File: config.mk
export PLATFORM = sky130hd
export DESIGN_NAME = mem_stage
export DESIGN_NICKNAME = d
export VERILOG_FILES = /design/src/rtl/mem_stage.sv
export SDC_FILE = /design/constraint.sdc
export NUM_CORES = 1
export LEC_CHECK = 0
export BUFFER_PORTS_ARGS = -buffer_cell sky130_fd_sc_hd__buf_2
export CAP_MARGIN = 0
export CORE_ASPECT_RATIO = 0.7
export CORE_MARGIN = 5
export CORE_UTILIZATION = 37
export DETAILED_ROUTE_END_ITERATION = 8
export GPL_TIMING_DRIVEN = 1
export PLACE_DENSITY_LB_ADDON = 0.1
export SETUP_SLACK_MARGIN = 0.15
export SLEW_MARGIN = 30
export SYNTH_ARGS = -nofsm -noshare
export SYNTH_HDL_FRONTEND = slang
export SYNTH_SLANG_ARGS = --single-unit
export TNS_END_PERCENT = 50
File: constraint.sdc
create_clock -name clk_i -period 8.86 [get_ports clk_i]
set_input_delay 1.329 -clock clk_i [delete_from_list [all_inputs] [get_ports clk_i]]
set_output_delay 1.329 -clock clk_i [all_outputs]
set_load 0.02 [all_outputs]
File: src/rtl/mem_stage.sv
// Memory-access stage: drives the req/ack data bus for loads and stores,
// stalls the pipeline while an access is outstanding, and writes load results back.
`ifndef RADDR_WIDTH
`define RADDR_WIDTH 5
`endif
`ifndef RDATA_WIDTH
`define RDATA_WIDTH 32
`endif

module mem_stage #(
  parameter int TIMEOUT_CYCLES = 16,
  parameter int CNT_WIDTH      = 5
) (
  input  logic                    clk_i,
  input  logic                    rst_i,
  input  logic [`RADDR_WIDTH-1:0] reg_waddr_i,
  input  logic                    reg_we_i,
  input  logic [`RDATA_WIDTH-1:0] reg_wdata_i,
  input  logic [3:0]              mem_op_i,
  input  logic [31:0]             mem_addr_i,
  input  logic [31:0]             mem_sdata_i,
  output logic [`RADDR_WIDTH-1:0] reg_waddr_o,
  output logic                    reg_we_o,
  output logic [`RDATA_WIDTH-1:0] reg_wdata_o,
  output logic                    dbus_req_o,
  output logic                    dbus_we_o,
  output logic [31:0]             dbus_addr_o,
  output logic [3:0]              dbus_be_o,
  output logic [31:0]             dbus_wdata_o,
  input  logic [31:0]             dbus_rdata_i,
  input  logic                    dbus_ack_i,
  output logic                    stallreq_o,
  output logic                    misalign_o,
  output logic                    bus_err_o
);

  typedef enum logic [1:0] {S_IDLE, S_REQ, S_DONE} state_t;

  localparam logic [3:0] OP_LB = 4'd1, OP_LH = 4'd2, OP_LW = 4'd3, OP_LBU = 4'd4,
                         OP_LHU = 4'd5, OP_SB = 4'd6, OP_SH = 4'd7, OP_SW = 4'd8;

  state_t               state;
  logic [CNT_WIDTH-1:0] cnt;
  logic [31:0]          rdata_q;
  logic                 timeout_q;
  logic                 bus_err_q;

  logic        is_load, is_store, misalign, mem_go, timeout_hit;
  logic [3:0]  be_n;
  logic [31:0] wdata_n, byte_sh, half_sh, load_val;

  always_comb begin
    is_load  = 1'b0;
    is_store = 1'b0;
    misalign = 1'b0;
    case (mem_op_i)
      OP_LB, OP_LBU: is_load = 1'b1;
      OP_LH, OP_LHU: begin is_load = 1'b1; misalign = mem_addr_i[0]; end
      OP_LW:         begin is_load = 1'b1; misalign = |mem_addr_i[1:0]; end
      OP_SB:         is_store = 1'b1;
      OP_SH:         begin is_store = 1'b1; misalign = mem_addr_i[0]; end
      OP_SW:         begin is_store = 1'b1; misalign = |mem_addr_i[1:0]; end
      default:       ;
    endcase
  end

  assign mem_go      = (is_load | is_store) & ~misalign;
  assign timeout_hit = (TIMEOUT_CYCLES != 0) && (cnt == CNT_WIDTH'(TIMEOUT_CYCLES - 1));

  always_comb begin
    case (mem_op_i)
      OP_LB, OP_LBU, OP_SB: begin
        be_n    = 4'b0001 << mem_addr_i[1:0];
        wdata_n = {4{mem_sdata_i[7:0]}};
      end
      OP_LH, OP_LHU, OP_SH: begin
        be_n    = 4'b0011 << {mem_addr_i[1], 1'b0};
        wdata_n = {2{mem_sdata_i[15:0]}};
      end
      default: begin
        be_n    = 4'b1111;
        wdata_n = mem_sdata_i;
      end
    endcase
  end

  // Address inputs are held by upstream during the stall, so DONE can reuse them for lane selection.
  assign byte_sh = rdata_q >> {mem_addr_i[1:0], 3'b000};
  assign half_sh = rdata_q >> {mem_addr_i[1], 4'b0000};

  always_comb begin
    case (mem_op_i)
      OP_LB:   load_val = {{24{byte_sh[7]}}, byte_sh[7:0]};
      OP_LBU:  load_val = {24'd0, byte_sh[7:0]};
      OP_LH:   load_val = {{16{half_sh[15]}}, half_sh[15:0]};
      OP_LHU:  load_val = {16'd0, half_sh[15:0]};
      default: load_val = rdata_q;
    endcase
  end

  always_ff @(posedge clk_i or posedge rst_i) begin
    if (rst_i) begin
      state        <= S_IDLE;
      cnt          <= '0;
      rdata_q      <= '0;
      timeout_q    <= 1'b0;
      bus_err_q    <= 1'b0;
      dbus_req_o   <= 1'b0;
      dbus_we_o    <= 1'b0;
      dbus_addr_o  <= '0;
      dbus_be_o    <= '0;
      dbus_wdata_o <= '0;
    end else begin
      case (state)
        S_IDLE: begin
          cnt       <= '0;
          timeout_q <= 1'b0;
          bus_err_q <= 1'b0;
          if (mem_go) begin
            state        <= S_REQ;
            dbus_req_o   <= 1'b1;
            dbus_we_o    <= is_store;
            dbus_addr_o  <= {mem_addr_i[31:2], 2'b00};
            dbus_be_o    <= be_n;
            dbus_wdata_o <= wdata_n;
          end
        end
        S_REQ: begin
          cnt <= cnt + 1'b1;
          // Ack takes priority over a timeout landing in the same cycle.
          if (dbus_ack_i) begin
            rdata_q    <= dbus_rdata_i;
            dbus_req_o <= 1'b0;
            state      <= S_DONE;
          end else if (timeout_hit) begin
            dbus_req_o <= 1'b0;
            bus_err_q  <= 1'b1;
            timeout_q  <= 1'b1;
            state      <= S_DONE;
          end
        end
        S_DONE: begin
          bus_err_q <= 1'b0;
          state     <= S_IDLE;
        end
        default: state <= S_IDLE;
      endcase
    end
  end

  assign bus_err_o = bus_err_q;

  always_comb begin
    reg_waddr_o = reg_waddr_i;
    reg_we_o    = reg_we_i;
    reg_wdata_o = reg_wdata_i;
    stallreq_o  = 1'b0;
    misalign_o  = 1'b0;
    case (state)
      S_IDLE: begin
        misalign_o = misalign;
        if (misalign) begin
          reg_we_o = 1'b0;
        end else if (mem_go) begin
          stallreq_o = 1'b1;
          reg_we_o   = 1'b0;
        end
      end
      S_REQ: begin
        stallreq_o = 1'b1;
        reg_we_o   = 1'b0;
      end
      S_DONE: begin
        if (is_load) begin
          reg_we_o    = reg_we_i & ~timeout_q;
          reg_wdata_o = load_val;
        end else begin
          reg_we_o = 1'b0;
        end
      end
      default: ;
    endcase
    if (rst_i) begin
      reg_waddr_o = '0;
      reg_we_o    = 1'b0;
      reg_wdata_o = '0;
      stallreq_o  = 1'b0;
      misalign_o  = 1'b0;
    end
  end

endmodule

Word level (Yosys, flattened, before mapping) --
Index checks and enable logic that the tools add are counted.
Operators by class: divide/modulo/power cells 0, mux-type cells 34, magnitude comparators 0, eq/ne operators 15, multiply operators 0, shift-type cells 4, $add $sub $neg 1, bitwise operators 5, reductions and logical operators 16
Operators by type and width (count):
- $pmux 32 s4 | 1
- $mux 32 | 3
- $pmux 32 s2 | 1
- $shr 32x5->16 | 1
- $shr 32x5->8 | 1
- $eq 4x3->1 const B | 4
- $mux 1 | 16
- $pmux 1 s2 | 5
- $pmux 5 s2 | 1
- $reduce_and 3->1 | 3
- $reduce_or 3->1 | 3
- $eq 4x2->1 const B | 2
- $pmux 4 s2 | 1
- $mux 2 | 3
- $ne 2x2->1 const B | 3
- $reduce_and 2->1 | 3
- $reduce_or 2->1 | 3
- $add 5x1->5 const B | 1
- $eq 5x4->1 const B | 1
- $mux 5 | 1
- $reduce_or 5->1 | 1
- $eq 4x1->1 const B | 1
- $eq 4x4->1 const B | 1
- $pmux 2 s2 | 1
- other kinds (11) | 14
Word-level totals: register bits 109, word-level logic and storage cells 85, bits in latches 0, output and inout bits 111, input bits 141, memories kept 0, memory bits (writable) 0, memory bits (read-only) 0

Longest topological paths before layout --
depth in word-level cells 9, depth in mapped cells 7, gate-level depth less buffers 6

Worst setup path after synthesis --
OpenSTA, ideal clock, no wires.
path kind in2out, start input port rst_i, end output port stallreq_o, arrival 5.537 ns, data required time 7.531 ns, stages 4, buffers on the path 2, setup slack 1.994 ns, cell sequence inv_1 clkbuf_1 clkbuf_1 o211a_1
On the way: word-level cells in the longest chain between the ends 1
RTL lines:
- from (decl) | line 15 | input logic rst_i,
- $mux 1 | line 183 | if (rst_i) begin
- to (decl) | line 32 | output logic stallreq_o,
Every way passes these cells.

Worst setup path after layout --
start input port mem_op_i[3], end output port reg_wdata_o[26]
On the way: word-level cells in the longest chain between the ends 6, elaborated cells between the ends (all ways) 11, those cells by class 5 x eq/ne; 5 x mux; 1 x reduce/logical
RTL lines:
- from (decl) | line 19 | input logic [3:0] mem_op_i,
- $eq 4x3->1, or another cell as far along | line 56, 92
- $reduce_or 5->1 (no line)
- $mux 1 | line 56 | case (mem_op_i)
- $mux 32 * | line 174 | if (is_load) begin
- $mux 32 * | line 159 | case (state)
- $mux 32 * | line 183
- to (decl) | line 24 | output logic [`RDATA_WIDTH-1:0] reg_wdata_o,
Every way passes the cells marked *; elsewhere a longest branch is shown, timed or not.

==> results.md <==
- Minimum clock period after layout: 5.45 ns
- CTS tree: done
- Commonest non-fill, non-tap cells in the layout: sky130_fd_sc_hd__buf_2 (249), sky130_fd_sc_hd__dfrtp_1 (109), sky130_fd_sc_hd__mux2_2 (103)
- Area of the placeable core: 0.0156 mm2
- Post-Synthesis Mean Instance Area: 11.7 um2
- Max-Slew Margin vs Limit: 0.396
- Crit-path max FO: 34
- Source-to-sink clock delay at the later pin of the worst-skew pair: 0.36 ns
- Number of maximum-capacitance constraint violations: 0
- Number of enable flip-flop cells after synthesis: 0
- Post-synth ARST share: 1.00
- Residual DRC: 0
- Count of mapped cells out of synthesis: 505
- RSZ-0062 raised after global routing: no
- WL/cell: 18.2 um
- Slew Limit Fails: 0
- Floorplan die area: 0.0186 mm2
- Top-area cell type share of the netlist area: 0.462
- Highest signal layer in the routed design: met5
- Die span in x: 161 um
- Total clock buffers created by CTS: 9
- Drt total wl: 17000 um
- Maximum achievable frequency: 0.183 GHz
- Global route total overflow: 0
- Final layout net count: 872
- Antenna cells: 0
- Sequential element share of the synthesized area: 0.462
- Maximum number of pins on one net before global-route repair: 69
- Met3 wirelength from detailed routing: 1330 um
- Classification of the worst setup path: in2out
- Quantity of hold-fixing buffers added after cts: 0
- Post-CTS repair timing setup buffer count: 0
- Transition time of the tightest slew-check pin: 0.905 ns
- Number of sinks driven by the clock tree: 109
- Dominant cells by area after synthesis: sky130_fd_sc_hd__dfrtp_1 (46%), sky130_fd_sc_hd__mux2_2 (20%), sky130_fd_sc_hd__mux2i_1 (2.9%)
- Ratio of cells with drive above 1 in the final layout: 0.526
- # port buffers: 249
- Clock Path Buffers: 2
- Vias per inst: 5.29
- Clock-pin transition on the worst setup and hold timing paths: 0.07 ns
- Total number of vias: 4937
- Half-perimeter wire length after placement: 12600 um
- Antenna Violating Nets Remaining: 0
- Root buffer cell: sky130_fd_sc_hd__clkbuf_16
- Required time at the endpoint of the critical path: 7.53 ns
- Worst VDD drop: 0.145 mV
- Reported leakage power: 3.56 nW
- Initial standard-cell utilization of the core: 0.378
- Number of global-route vias before repair: 4829
- Clock skew after layout: 0.00741 ns
- Final TNS setup: 0 ns
- Final instance count without filler cells: 934
- Setup violators final: 0
- Predominant post-synthesis flop cell: sky130_fd_sc_hd__dfrtp_1
- M1 wire length: 8140 um
- Count of instances resized after the clock tree is built: 0
- Synthesis warning total: 0
- Die extent in y: 116 um
- Placed Cells incl. Taps: 917
- Worst path arrival time: 4.12 ns
- Max H-tree Level: 3
- Weighted congestion at the end of routability-driven global placement: 0.793
- Row count: 38
- Area Growth Syn to Fin: 28.1%
- Capturing element type of the critical path: output port
- Number of violations reported at the end of detailed-routing iteration 0: 413
- Number of antenna violations at the first check in global routing: 1
- Part of the cycle the worst path needs: 0.615
- Hold Crit Class: reg2reg
- Summed instance area of the synthesized netlist: 0.00590 mm2
- Worst Slack Setup Final: 3.41 ns
- Wire length of the first global-routing pass: 26500 um
- Number of distinct library cell variants in the gate-level netlist after synthesis: 55
- Final Hold Viols: 0
- Flops & latches, synth: 109
- Detailed route wirelength on metal2: 7380 um
- Power density over the cells: 306 mW/mm2
- Worst slack, placed: 3.50 ns
- Element type at the critical path start: input pin
- Run status: complete, no violations
- Total Routing Usage GR: 0.180
- Initial DRT Pass Iterations: 6
- Most common library cell in the layout ignoring fill and taps: sky130_fd_sc_hd__buf_2
- Synth area leader: sky130_fd_sc_hd__dfrtp_1
- Utilization after layout: 0.485
- Count of boundary I/O pins: 252
-- per-stage QoR --
stage | hold WS, ns | power (mW) | instance area (um2)
after floorplan | 0.461 | 1.56 | 5900
after global placement | 0.465 | 1.89 | 7220
after detailed placement | 0.471 | 1.91 | 7230
after CTS | 0.489 | 2.34 | 7540
after global routing | 0.511 | 2.46 | 7560
final | 0.482 | 2.31 | 7560
-- critical path: stages --
cell and delay [ns]:
sky130_fd_sc_hd__buf_2 0.31, sky130_fd_sc_hd__nor2_1 0.19, sky130_fd_sc_hd__nand4b_1 0.69, sky130_fd_sc_hd__nand4b_1 0.99, sky130_fd_sc_hd__o2bb2ai_1 0.38, sky130_fd_sc_hd__buf_2 0.20
-- kinds of logic after synthesis --
family | share of synthesized area
other | 0.000636
AND/OR/NAND/NOR | 0.0848
buffers and inverters | 0.0534
AO/OA/AOI/OAI | 0.155
XOR/XNOR | 0.00445
flip-flops | 0.462
multiplexers | 0.235
adder cells (fa/ha/maj) | 0.00424
-- where the power goes --
part / internal [mW] / total [mW] / switching [mW]
clock: 0.224 / 0.423 / 0.199
sequential: 0.737 / 0.902 / 0.166
combinational: 0.448 / 0.988 / 0.541
total: 1.41 / 2.31 / 0.905
-- area by class of cell --
class	count	area, um2
Clock inverter	7	81.3
Timing Repair Buffer	255	1300
Multi-Input combinational cell	331	2880
Inverter	23	88.8
Sequential cell	109	2730
Tap cell	200	250
Fill cell	1462	8040
Clock buffer	9	225
-- layer usage --
layer  up-vias  GRT usage
li1       2336          -
met1      2402      0.262
met5         -          0
met4         2     0.0432
met3        17     0.0579
met2       180      0.262
-- final timing paths --
check / from / to / slack (ns) / depth (start not counted)
setup / recovery: mem_op_i[3] / reg_wdata_o[26] / 3.41 / 6
hold / removal: dbus_wdata_o[19] / dbus_wdata_o[19] / 0.48 / 1
setup reg to reg: state[0] / dbus_wdata_o[16] / 6.74 / 4
hold reg to reg: dbus_wdata_o[19] / dbus_wdata_o[19] / 0.48 / 1
max in group asynchronous: rst_i / dbus_wdata_o[14] / 6.34 / 3
min in group asynchronous: rst_i / dbus_addr_o[22] / 1.23 / 2
-- sequential cells by signal, summed over array words and instances, names as in the netlist --
signal        flops
bus_err_o         1
cnt               5
dbus_addr_o      30
rdata_q          32
dbus_wdata_o     32
dbus_req_o        1
dbus_be_o         4
dbus_we_o         1
state             2
timeout_q         1
-- cell usage after synthesis, drive strengths merged (2+ instances only) --
master and n:
dfrtp 109, mux2 106, nor2 26, nor2b 26, buf 25, inv 23, clkbuf 18, mux2i 17
a222oi 16, o2bb2ai 16, a22o 12, nand3 12, o21ai 12, nand2 8, o22a 8, a221oi 7
o31ai 7, a21oi 4, nor3 4, a21o 3, a221o 3, nand2b 3, o21a 3, o22ai 3
a211oi 2, ha 2, nand3b 2, nand4b 2, nor3b 2, o211a 2, o21bai 2, o32a 2
or3 2, xnor2 2
Note: power is estimated with default switching activity, not from simulation.
